### src/rtl/add_arb_pkg.sv
// Shared types and default sizing for the add_arbiter slice.
package add_arb_pkg;

  localparam int DEF_N_REQ   = 4;
  localparam int DEF_W       = 4;
  localparam int DEF_ADD_LAT = 1;

  typedef enum logic [1:0] {
    IDLE  = 2'd0,
    ISSUE = 2'd1,
    WAIT  = 2'd2,
    DONE  = 2'd3
  } state_t;

endpackage

### src/rtl/add_arb_pick.sv
// Combinational winner select: first set request found scanning upward from ptr.
module add_arb_pick #(
  parameter int N_REQ = 4,
  parameter int PW    = 2
) (
  input  logic [N_REQ-1:0] req,
  input  logic [PW-1:0]    ptr,
  output logic [N_REQ-1:0] win
);

  always_comb begin
    logic found;
    int   idx;
    win   = '0;
    found = 1'b0;
    for (int k = 0; k < N_REQ; k++) begin
      idx = (int'(ptr) + k) % N_REQ;
      if (!found && req[idx]) begin
        win[idx] = 1'b1;
        found    = 1'b1;
      end
    end
  end

endmodule

### src/rtl/add_arbiter.sv
// Arbitrates N_REQ requesters onto one shared, externally-latent adder.
// Define ADD_ARB_RR_EN for round-robin; default build is fixed priority (index 0 highest).
module add_arbiter
  import add_arb_pkg::*;
#(
  parameter int N_REQ   = DEF_N_REQ,
  parameter int W       = DEF_W,
  parameter int ADD_LAT = DEF_ADD_LAT
) (
  input  logic               Clk,
  input  logic               Reset,
  input  logic [N_REQ-1:0]   Req,
  input  logic [N_REQ*W-1:0] ReqA,
  input  logic [N_REQ*W-1:0] ReqB,
  output logic [N_REQ-1:0]   Gnt,
  output logic [N_REQ-1:0]   Done,
  output logic [W-1:0]       RespSum,
  output logic               RespOverflow,
  output logic               Busy,
  output logic [W-1:0]       AdderA,
  output logic [W-1:0]       AdderB,
  output logic               AdderEn,
  input  logic [W-1:0]       AdderSum,
  input  logic               AdderOverflow
);

  localparam int PW = (N_REQ > 1) ? $clog2(N_REQ) : 1;

  state_t           state, state_nxt;
  logic [N_REQ-1:0] win, gnt_q;
  logic [W-1:0]     sel_a, sel_b, op_a, op_b, sum_q;
  logic             ovf_q;
  logic [2:0]       cnt;
  logic [PW-1:0]    ptr;
  logic             take;

  assign take = (state == IDLE) && (|Req);

  add_arb_pick #(.N_REQ(N_REQ), .PW(PW)) u_pick (
    .req (Req),
    .ptr (ptr),
    .win (win)
  );

`ifdef ADD_ARB_RR_EN
  logic [PW-1:0] win_idx;

  always_comb begin
    win_idx = '0;
    for (int i = 0; i < N_REQ; i++)
      if (win[i]) win_idx = PW'(i);
  end

  // Next search starts just past the last winner.
  always_ff @(posedge Clk or posedge Reset) begin
    if (Reset)     ptr <= '0;
    else if (take) ptr <= (win_idx == PW'(N_REQ-1)) ? '0 : win_idx + 1'b1;
  end
`else
  assign ptr = '0;
`endif

  always_comb begin
    sel_a = '0;
    sel_b = '0;
    for (int i = 0; i < N_REQ; i++)
      if (win[i]) begin
        sel_a = ReqA[i*W +: W];
        sel_b = ReqB[i*W +: W];
      end
  end

  always_ff @(posedge Clk or posedge Reset) begin
    if (Reset) state <= IDLE;
    else       state <= state_nxt;
  end

  always_comb begin
    state_nxt = state;
    case (state)
      IDLE:    if (|Req) state_nxt = ISSUE;
      ISSUE:   state_nxt = WAIT;
      WAIT:    if (cnt == 3'd0) state_nxt = DONE;
      DONE:    state_nxt = IDLE;
      default: state_nxt = IDLE;
    endcase
  end

  // cnt counts down the remaining adder cycles; result is sampled when it hits zero.
  always_ff @(posedge Clk or posedge Reset) begin
    if (Reset) begin
      gnt_q <= '0;
      op_a  <= '0;
      op_b  <= '0;
      sum_q <= '0;
      ovf_q <= 1'b0;
      cnt   <= '0;
    end else begin
      case (state)
        IDLE: if (take) begin
          gnt_q <= win;
          op_a  <= sel_a;
          op_b  <= sel_b;
        end
        ISSUE: cnt <= 3'(ADD_LAT - 1);
        WAIT: begin
          if (cnt == 3'd0) begin
            sum_q <= AdderSum;
            ovf_q <= AdderOverflow;
          end else begin
            cnt <= cnt - 3'd1;
          end
        end
        DONE: begin
          gnt_q <= '0;
          sum_q <= '0;
          ovf_q <= 1'b0;
        end
        default: ;
      endcase
    end
  end

  // Outputs decode from registered state so Reset clears them without a clock.
  assign Gnt          = gnt_q;
  assign Busy         = (state != IDLE);
  assign AdderEn      = (state == ISSUE);
  assign AdderA       = (state == ISSUE || state == WAIT) ? op_a : '0;
  assign AdderB       = (state == ISSUE || state == WAIT) ? op_b : '0;
  assign Done         = (state == DONE) ? gnt_q : '0;
  assign RespSum      = (state == DONE) ? sum_q : '0;
  assign RespOverflow = (state == DONE) ? ovf_q : 1'b0;

endmodule

### config.mk
export PLATFORM = sky130hd
export DESIGN_NAME = add_arbiter
export DESIGN_NICKNAME = d
export VERILOG_FILES = /design/src/rtl/add_arb_pkg.sv /design/src/rtl/add_arb_pick.sv /design/src/rtl/add_arbiter.sv
export SDC_FILE = /design/constraint.sdc
export NUM_CORES = 1
export LEC_CHECK = 0
export BUFFER_PORTS_ARGS = -buffer_cell sky130_fd_sc_hd__buf_2
export CAP_MARGIN = 10
export CORE_MARGIN = 2
export CORE_UTILIZATION = 40
export CTS_CLUSTER_SIZE = 16
export DETAILED_ROUTE_END_ITERATION = 8
export GPL_ROUTABILITY_DRIVEN = 0
export GPL_TIMING_DRIVEN = 0
export PLACE_DENSITY = 0.72
export SYNTH_ARGS = -nofsm -noshare
export SYNTH_HDL_FRONTEND = slang
export SYNTH_SLANG_ARGS = --single-unit
export TNS_END_PERCENT = 50
### constraint.sdc
create_clock -name Clk -period 2.2 [get_ports Clk]
set_input_delay 0.11 -clock Clk [delete_from_list [all_inputs] [get_ports Clk]]
set_output_delay 0.11 -clock Clk [all_outputs]
set_load 0.01 [all_outputs]
Word level (Yosys, flattened, before mapping)
Index checks and enable logic that the tools add are counted.
Word-level totals
  flip-flop bits (word level): 22
  bits of input ports: 43
  output and inout port bits: 23
  logic and storage cells: 66
Cells by class
  add/sub/neg operators: 1
  equal/unequal tests: 7
  mux-type cells: 31
  reduce and logical (&&, ||, !) cells: 20
Operators with widths (number)
  $mux W4: 15
  $pmux W4 S2: 2
  $reduce_and A2 Y1: 5
  $pmux W2 S4: 1
  $reduce_bool A2 Y1: 4
  $mux W1: 6
  $mux W2: 3
  $mux W3: 2
  $ne A2 B2 Y1 const B: 3
  $pmux W3 S2: 1
  $eq A2 B2 Y1 const B: 2
  $logic_and A1 B1 Y1: 4
  $reduce_or A4 Y1: 1
  $logic_not A1 Y1: 3
  $logic_not A3 Y1: 1
  $sub A3 B1 Y3 const B: 1
  $eq A2 B1 Y1 const B: 1
  $logic_not A2 Y1: 1
  $ne A2 B1 Y1 const B: 1
  $pmux W1 S2: 1
  $logic_or A1 B1 Y1: 1

Logic depth before layout (Yosys ltp)
Gate-level depths: netlist of the first run.
  depth after elaboration: 14
  depth in mapped cells: 7
  gate-level depth less buffers: 6

Hierarchy
From an unflattened synthesis of the first run, not the netlist that was laid out.
Second synthesis, totals
  cells, all modules: 163
  area, all modules: 1650.3 um^2
Modules (own cells, without submodules)
  add_arbiter: times used 1, cells an instance 133, area an instance 1347.5 um^2, seq. area each 550.5 um^2
  add_arb_pick: times used 1, cells an instance 30, area an instance 302.8 um^2, seq. area each 0.0 um^2

Worst setup path after synthesis of the first run
No wires, ideal clock.
  path kind: reg-to-reg
  start point: register state[0]
  end point: register op_b[0]
  library setup time: 77 ps
  data arrival time: 1447 ps
  data required time: 2123 ps
  setup slack: 676 ps
  cell stages (with the launch flop): 8
  clock period less this slack: 1524 ps
  path through: dfrtp_1 > inv_1 > ha_1 > inv_1 > nor2_1 > buf_6 > nor2_1 > a21oi_1
On the way
  word-level cells in the longest chain between the ends: 3
Ends and longest elaborated chain
  from (decl): RTL line add_arbiter.sv:29  | state_t state, state_nxt;
  from (signal assigned): RTL line add_arbiter.sv:75  | else state <= state_nxt;
  $logic_not A2 Y1 *: RTL line add_arbiter.sv:37, add_arbiter.sv:99
  $logic_and A1 B1 Y1: RTL line add_arbiter.sv:37  | assign take = (state == IDLE) && (|Req);
  $reduce_and A2 Y1 (no line) *
  to (signal assigned): RTL line add_arbiter.sv:103  | op_b <= sel_b;
  to (decl): RTL line add_arbiter.sv:31  | logic [W-1:0] sel_a, sel_b, op_a, op_b, sum_q;
Every way passes the cells marked *; elsewhere a longest branch is shown, timed or not.
A chain may end at the register's enable or synchronous reset.

Worst setup path after layout of the first run
  start point: register state[0]
  end point: output Done[1]
On the way
  word-level cells in the longest chain between the ends: 2
Ends and longest elaborated chain
  $eq A2 B2 Y1: RTL line add_arbiter.sv:130  | assign Done = (state == DONE) ? gnt_q : '0;
  $mux W4: RTL line add_arbiter.sv:130
  to (decl): RTL line add_arbiter.sv:16  | output logic [N_REQ-1:0] Done,
No other way between the ends.

==> results of run 1 <==
==> power breakdown <==
part           switching, mW  leakage [nW]  internal, mW  total (mW)
clock                  0.127        0.0288         0.160       0.287
combinational          0.611         0.686         0.501        1.11
sequential            0.0902         0.273         0.568       0.659
total                  0.828         0.988          1.23        2.06
==> how the worst max path moves through the flow <==
stage,cells past startpoint,start,end
CTS,5,state[0]$_DFFE_PP0P_,Done[1]
finish,5,state[0]$_DFFE_PP0P_,Done[1]
detailed placement,7,state[0]$_DFFE_PP0P_,op_b[1]$_DFFE_PP0P_
floorplan,7,state[0]$_DFFE_PP0P_,op_b[0]$_DFFE_PP0P_
global route,5,state[0]$_DFFE_PP0P_,RespOverflow
global placement,7,state[1]$_DFFE_PP0P_,op_b[0]$_DFFE_PP0P_
==> registers in the layout, summed over array words and instances, names as in the netlist <==
name   cells
state      2
ovf_q      1
Gnt        4
op_a       4
sum_q      4
cnt        3
op_b       4
==> critical path, delay by kind of cell (launching register included) <==
| kind | cells | cell delay [ns] |
|---|---|---|
| simple gates | 1 | 0.18 |
| fa+ha+maj | 1 | 0.16 |
| flops | 1 | 0.41 |
| buf+inv | 3 | 0.77 |
==> cell type report <==
cell class,count,area (um^2),area share
Buffer,9,56.3,0.0294
Clock buffer,4,55.1,0.0287
Inverter,7,26.3,0.0137
Multi-Input combinational cell,134,847,0.442
Sequential cell,22,551,0.287
Tap cell,48,60.1,0.0314
Timing Repair Buffer,64,320,0.167
==> layout by cell type (no fill, tap or decap), drive strengths merged <==
master and instances:
nor2 12, nand3b 2, inv 7, nand3 7, o32a 1, a22oi 7, a32o 1, dfrtp 22
nor4 1, ha 7, a21oi 11, a221oi 1, and2 18, nand2b 6, a22o 1, mux2i 9
buf 70, a21boi 1, mux2 1, o21bai 1, nor4b 1, nand2 26, o22ai 1, o21ai 17
or2 1, nor3b 1, clkbuf 7
==> through the flow <==
stage          power (mW)   util  setup slack, ns
2_1_floorplan        1.41      -            0.676
3_3_place_gp         1.78  0.516            0.498
3_5_place_dp         1.79  0.516            0.488
4_1_cts              2.08  0.531            0.261
5_1_grt              2.28  0.531           0.0356
6_report             2.06  0.531            0.304
==> metal layers <==
metal / global-route usage / vias up
met1: 0.248 / 610
met5: 0 / -
met3: 0.0260 / 7
met4: 0.0798 / 0
li1: - / 725
met2: 0.278 / 58
==> cell families (layout without fill, tap and decap cells) <==
family,Yosys count,after routing
AND/OR/NAND/NOR,75,75
buffers and inverters,16,84
adder cells (fa/ha/maj),7,7
AO/OA/AOI/OAI,42,42
flip-flops,22,22
multiplexers,10,10
==> flow_summary.toml, run 1 <==
[floorplanning]
dieArea_mm2 = 0.00420
pin_count = 66
die_w_um = 64.8
fp.coreArea_mm2 = 0.00361
start_util = 0.410
rows = 22
die_height_um = 64.8

[worst_setup_path]
startpoint_type = "flip-flop"
crit_arrival_ns = 1.79
ff2ff_setup_slack_ns = 0.47
timing.rr.start = "state[0]$_DFFE_PP0P_"
max_stage_delay_ns = 0.41
worst-setup-path-type = "reg -> out"
cp.required_ns = 2.09
path_max_fanout = 10
end_kind = "output pin"
r2r_end = "op_b[1]$_DFFE_PP0P_"
critPathSlowestCell = "dfrtp_1"
reg2regPathDepth = 7
path_cells = "ha_1 -> clkbuf_1 -> clkbuf_1 -> and2_1 -> buf_2"
cp_common_cell = "clkbuf_1"

[global_routing]
gr-total-overflow = 0
grt_pass1_wl_um = 5950
grt.total_usage = 0.180
grt_pass1_vias = 1325
grt_max_degree = 23
antenna_found_initial = 0

[yosys]
synth-xor-area-share = 0
ys.flop_type = "dfrtp_1"
ys_seq_area_frac = 0.372
synthesis.nets = 222
avgSynthCellArea_um2 = 8.61
yosys.area.top_type = "dfrtp_1"
ys_ff_latch = 22
synth-edff-count = 0
synth_cell_type_count = 31
yosys_warnings = 0
synthCells = 172
synthMuxAreaShare = 0.0710
synthAdderAreaFrac = 0.0592
synth_top_family_by_area = "simple AND/OR/NAND/NOR gates"
async_reset_ff_frac = 1.00
synth_compound_area_frac = 0.175
synth-simple-area-share = 0.267
synth_commonest_cells = "nand2_1 (26), dfrtp_1 (22), and2_1 (17), o21ai_0 (17), nor2_1 (12)"
synth_top_area_frac = 0.372
synthesis.area_mm2 = 0.00148
synth_area_leaders = "dfrtp_1 (37%), and2_1 (7.2%), nand2_1 (6.6%), mux2i_1 (6.1%), ha_1 (5.9%)"
post-synth-top-count-cell = "nand2_1"

[clocking]
numCtsBuffers = 3
cts_post_setup_buffers_inserted = 0
cts-resized-gates = 0
postCtsHoldBufs = 0
insertion_delay_ns = 0.26
clockBufferDepth = 2
clkTransAtPathRegs_ns = 0.08
h-tree-depth = 1
cts_root_buf = "clkbuf_8"
cts.sinks = 22
tritoncts = "built"

[route]
wl_met1_um = 1670
antenna_left = 0
vias = 1400
highest_layer = "met4"
avgViaCountPerCell = 4.86
wl_met3_um = 229
dr.pass1.iters = 4
wl_met2_um = 1520
totalWireLength_um = 3500
wl_per_cell_um = 12.1
route.detailed.drc = 0
detail_route.iter0.violations = 44

[sta]
slew_violations = 0
tightest_slew_ns = 0.826
setup_violations = 0
fmax_ghz = 0.528
hold_slack_ns = 0.00281
setup_tns_ns = 0
finalHoldViolations = 0
layout_min_cycle_time_ns = 1.90
slew_headroom = 0.449
rsz0062_at_grt = "no"
min_period_over_period = 0.862
skew_ns = 0.00135

[power_and_ir_drop]
p_leak_nw = 0.988
peakVddDrop_mv = 0.272
power_density_mw_per_mm2 = 1070

[final_layout]
diodes = 0
n_fill_cell = 359
area_growth_pct = 29.4
finalInstanceArea_mm2 = 0.00192
nets = 291
layout.cells.non_filler = 288
drive_gt1_frac = 0.333

[place]
placed_area_mm2 = 0.00186
portBuffers = 64
placed_cells = 284
dp_hpwl_um = 2750

[flow_run]
drv_cap = 0

[run_status]
status = "finished clean"

[hold_path]
hp-class = "in -> async"
Power figures use the tool's default switching activity.
==> inputs of run 2 (changes only) <==
--- a/config.mk
+++ b/config.mk
@@ -7,7 +7,6 @@
 export LEC_CHECK = 0
 export BUFFER_PORTS_ARGS = -buffer_cell sky130_fd_sc_hd__buf_2
 export CAP_MARGIN = 10
-export CORE_MARGIN = 2
 export CORE_UTILIZATION = 40
 export CTS_CLUSTER_SIZE = 16
 export DETAILED_ROUTE_END_ITERATION = 8
==> flow_summary.toml, run 2 (synthesized netlist as in run 1, its figures left out) <==
[sta]
layout_min_cycle_time_ns = 1.92
rsz0062_at_grt = "no"
slew_headroom = 0.440
fmax_ghz = 0.522
tightest_slew_ns = 0.839
min_period_over_period = 0.871
skew_ns = 0.00247
setup_tns_ns = 0
finalHoldViolations = 0
setup_violations = 0
slew_violations = 0

[worst_setup_path]
cp_common_cell = "clkbuf_1"
max_stage_delay_ns = 0.42
startpoint_type = "flip-flop"
path_cells = "ha_1 -> clkbuf_1 -> clkbuf_1 -> and2_1 -> buf_2"
critPathSlowestCell = "dfrtp_1"
end_kind = "output pin"
r2r_end = "op_b[1]$_DFFE_PP0P_"
reg2regPathDepth = 7
path_max_fanout = 10
crit_arrival_ns = 1.81
cp.required_ns = 2.09
worst-setup-path-type = "reg -> out"
ff2ff_setup_slack_ns = 0.40
timing.rr.start = "state[1]$_DFFE_PP0P_"

[route]
avgViaCountPerCell = 5.02
detail_route.iter0.violations = 80
antenna_left = 0
dr.pass1.iters = 4
vias = 1436
route.detailed.drc = 0
wl_per_cell_um = 13.0
totalWireLength_um = 3730

[run_status]
status = "finished clean"

[global_routing]
antenna_found_initial = 0
gr-total-overflow = 0
grt_pass1_wl_um = 6150
grt_max_degree = 23
grt_pass1_vias = 1318
grt.total_usage = 0.200

[clocking]
cts.sinks = 22
cts-resized-gates = 0
cts_post_setup_buffers_inserted = 0
clkTransAtPathRegs_ns = 0.08
insertion_delay_ns = 0.26
tritoncts = "built"
cts_root_buf = "clkbuf_8"
h-tree-depth = 1
clockBufferDepth = 2
numCtsBuffers = 3
postCtsHoldBufs = 0

[final_layout]
diodes = 0
regArea_um2 = 551
utilization = 0.561
layout_common_cells = "buf_2 (67), nand2_1 (26), dfrtp_1 (22)"
n_fill_cell = 351
multi_input_area_um2 = 847
area_growth_pct = 30.3
drive_gt1_frac = 0.333
nets = 291
mostFrequentLayoutCell = "buf_2"

[hold_path]
hp-class = "in -> async"

[floorplanning]
fp.coreArea_mm2 = 0.00344
die_w_um = 62.8
pin_count = 66
die_height_um = 62.8
start_util = 0.430
dieArea_mm2 = 0.00395
rows = 21

[flow_run]
drv_cap = 0

[place]
dp_hpwl_um = 2790
portBuffers = 64

[power_and_ir_drop]
power_density_mw_per_mm2 = 1120
p_leak_nw = 0.995
peakVddDrop_mv = 0.365
==> run 2: cell types whose count changed in the layout (fill, tap and decap cells not counted), sizes merged <==
cell / previous run / this run
bufinv: 0 / 1
clkbuf: 7 / 6
==> run 2: routing by layer <==
layer	global-route usage	part of all wire	routed length, um	vias up
met5	0	0	0	-
met1	0.291	0.47	1750	654
met3	0.0237	0.053	198	5
met4	0.0698	0.014	52	0
met2	0.302	0.46	1730	52
li1	-	-	-	725
==> run 2: worst max-delay path by stage <==
| stage | start | end | slack (ns) |
|---|---|---|---|
| global placement | state[1]$_DFFE_PP0P_ | op_b[1]$_DFFE_PP0P_ | 0.46 |
| global route | state[1]$_DFFE_PP0P_ | Done[1] | 0.09 |
| detailed placement | state[0]$_DFFE_PP0P_ | op_b[1]$_DFFE_PP0P_ | 0.44 |
| CTS | state[1]$_DFFE_PP0P_ | Done[1] | 0.24 |
| finish | state[1]$_DFFE_PP0P_ | Done[1] | 0.28 |
| floorplan | state[0]$_DFFE_PP0P_ | op_b[0]$_DFFE_PP0P_ | 0.68 |
==> run 2: worst max-delay path: cells and delay by family, from the launching register on <==
kind                     cells  cell delay (ns)
AND/OR/NAND/NOR              1             0.19
adder cells (fa/ha/maj)      1             0.17
buffers and inverters        3             0.77
flip-flops                   1             0.42
==> run 2: report_power, final <==
part	internal, mW	total, mW	switching (mW)
combinational	0.502	1.13	0.628
sequential	0.568	0.662	0.0938
clock	0.243	0.377	0.134
==> run 2: area by class of cell <==
type                            count  area share
Clock buffer                        3      0.0214
Multi-Input combinational cell    134       0.439
Timing Repair Buffer               64       0.166
Buffer                              9      0.0292
Inverter                            7      0.0136
Clock inverter                      1      0.0156
Sequential cell                    22       0.285
Tap cell                           46      0.0298
==> run 2: per-stage QoR <==
step / setup WS (ns) / area, um^2 / power [mW] / std cells / hold slack [ns]
detailed placement: 0.444 / 1860 / 1.80 / 282 / 0.316
global route: 0.0906 / 1930 / 2.36 / 286 / 0.0662
CTS: 0.239 / 1930 / 2.18 / 286 / 0.0302
global placement: 0.460 / 1860 / 1.78 / 282 / 0.314
floorplan: 0.676 / 1480 / 1.41 / 172 / 0.0992
finish: 0.283 / 1930 / 2.17 / 286 / 0.00143
==> inputs of run 3 (changes only) <==
--- a/config.mk
+++ b/config.mk
@@ -7,6 +7,7 @@
 export LEC_CHECK = 0
 export BUFFER_PORTS_ARGS = -buffer_cell sky130_fd_sc_hd__buf_2
 export CAP_MARGIN = 10
+export CORE_ASPECT_RATIO = 1.4
 export CORE_UTILIZATION = 40
 export CTS_CLUSTER_SIZE = 16
 export DETAILED_ROUTE_END_ITERATION = 8
==> flow_summary.toml, run 3 (synthesized netlist as in run 1, its figures left out) <==
[worst_setup_path]
crit_arrival_ns = 1.86
timing.rr.start = "state[0]$_DFFE_PP0P_"
reg2regPathDepth = 7
r2r_end = "op_b[0]$_DFFE_PP0P_"
ff2ff_setup_slack_ns = 0.43
startpoint = "state[0]$_DFFE_PP0P_"
path_max_fanout = 10
startpoint_type = "flip-flop"
worst-setup-path-type = "reg -> out"
end_kind = "output pin"
cp.required_ns = 2.09

[clocking]
clockBufferDepth = 2
postCtsHoldBufs = 0
cts_post_setup_buffers_inserted = 0
tritoncts = "built"
cts-resized-gates = 0
clkTransAtPathRegs_ns = 0.09
insertion_delay_ns = 0.27
cts_root_buf = "clkbuf_8"
cts.sinks = 22
numCtsBuffers = 3
h-tree-depth = 1

[final_layout]
utilization = 0.554
layout_common_cells = "buf_2 (67), nand2_1 (26), dfrtp_1 (22)"
drive_gt1_frac = 0.333
area_growth_pct = 28.7
diodes = 0
mostFrequentLayoutCell = "buf_2"
nets = 291
layout.cells.non_filler = 280

[route]
vias = 1380
wl_per_cell_um = 12.1
wl_met2_um = 1730
antenna_left = 0
detail_route.iter0.violations = 19
dr.pass1.iters = 4
highest_layer = "met4"
wl_met1_um = 1440
avgViaCountPerCell = 4.93
route.detailed.drc = 0
totalWireLength_um = 3390
wl_met3_um = 169

[place]
placed_cells = 276
dp_hpwl_um = 2710
portBuffers = 64

[floorplanning]
fp.coreArea_mm2 = 0.00344
pin_count = 66
start_util = 0.430
die_w_um = 53.4
rows = 25
die_height_um = 74.0
dieArea_mm2 = 0.00395

[hold_path]
hp-class = "in -> async"

[sta]
finalHoldViolations = 12
min_period_over_period = 0.895
slew_violations = 0
tightest_slew_ns = 0.839
rsz0062_at_grt = "no"
skew_ns = 0.0125
slew_headroom = 0.440
setup_violations = 0
layout_min_cycle_time_ns = 1.97
hold_slack_ns = -0.00546
setup_tns_ns = 0
fmax_ghz = 0.508

[run_status]
violations = "hold timing"
status = "complete, but fails checks"

[power_and_ir_drop]
power_density_mw_per_mm2 = 1090
peakVddDrop_mv = 0.537
pwr-share-comb = 0.541
p_int_mw = 1.23
switching_share = 0.409
p_switching_mw = 0.850
clockPowerShare = 0.141
p_leak_nw = 0.988
seqPwrFrac = 0.318

[global_routing]
grt_pass1_wl_um = 5510
gr-total-overflow = 0
antenna_found_initial = 0
grt.total_usage = 0.189
grt_max_degree = 23
grt_pass1_vias = 1299

[flow_run]
drv_cap = 0
run 3: cell count changes in the layout (fill, tap and decap cells not counted), sizes merged:
cell and change:
bufinv -1, clkbuf +1
run 3: critical path: stages, from the launching register on:
cell      delay, ns
dfrtp_1        0.41
ha_1           0.16
clkbuf_1       0.36
clkbuf_1       0.36
and2_1         0.18
buf_2          0.12
run 3: worst max-delay path by stage:
stage / to / cells past startpoint
CTS: Done[1] / 5
detailed placement: op_b[0]$_DFFE_PP0P_ / 7
global route: RespSum[0] / 5
finish: Done[1] / 5
floorplan: op_b[0]$_DFFE_PP0P_ / 7
global placement: RespOverflow / 5
run 3: power groups by stage:
stage / Combinational [mW] / Clock (mW) / Sequential, mW
2_1_floorplan: 0.755 / 0 / 0.654
3_3_place_gp: 1.12 / 0 / 0.659
3_5_place_dp: 1.14 / 0 / 0.674
4_1_cts: 1.15 / 0.299 / 0.665
5_1_grt: 1.26 / 0.312 / 0.683
6_report: 1.12 / 0.294 / 0.661
run 3: cell type report:
cell class / instances / area [um^2]
fillers: 341 / 1540
multi-input cells: 134 / 847
flip-flops and latches: 22 / 551
repair buffers: 64 / 320
plain buffers: 9 / 56.3
clock buffers: 4 / 55.1
well taps: 40 / 50.0
inverters: 7 / 26.3
run 3: metrics by stage:
step                hold WS, ns  power, mW  worst slack, ns  area (um^2)
finish                 -0.00546       2.08            0.230         1910
global route             0.0780       2.26           0.0961         1910
CTS                      0.0358       2.11            0.195         1910
detailed placement        0.325       1.82            0.430         1850
global placement          0.315       1.78            0.521         1850
floorplan                0.0992       1.41            0.676         1480
run 3: metal layers:
layer / GRT usage / vias to the layer above
met5: 0 / -
met4: 0.0877 / 0
met3: 0.0266 / 5
met2: 0.329 / 50
met1: 0.222 / 603
li1: - / 722
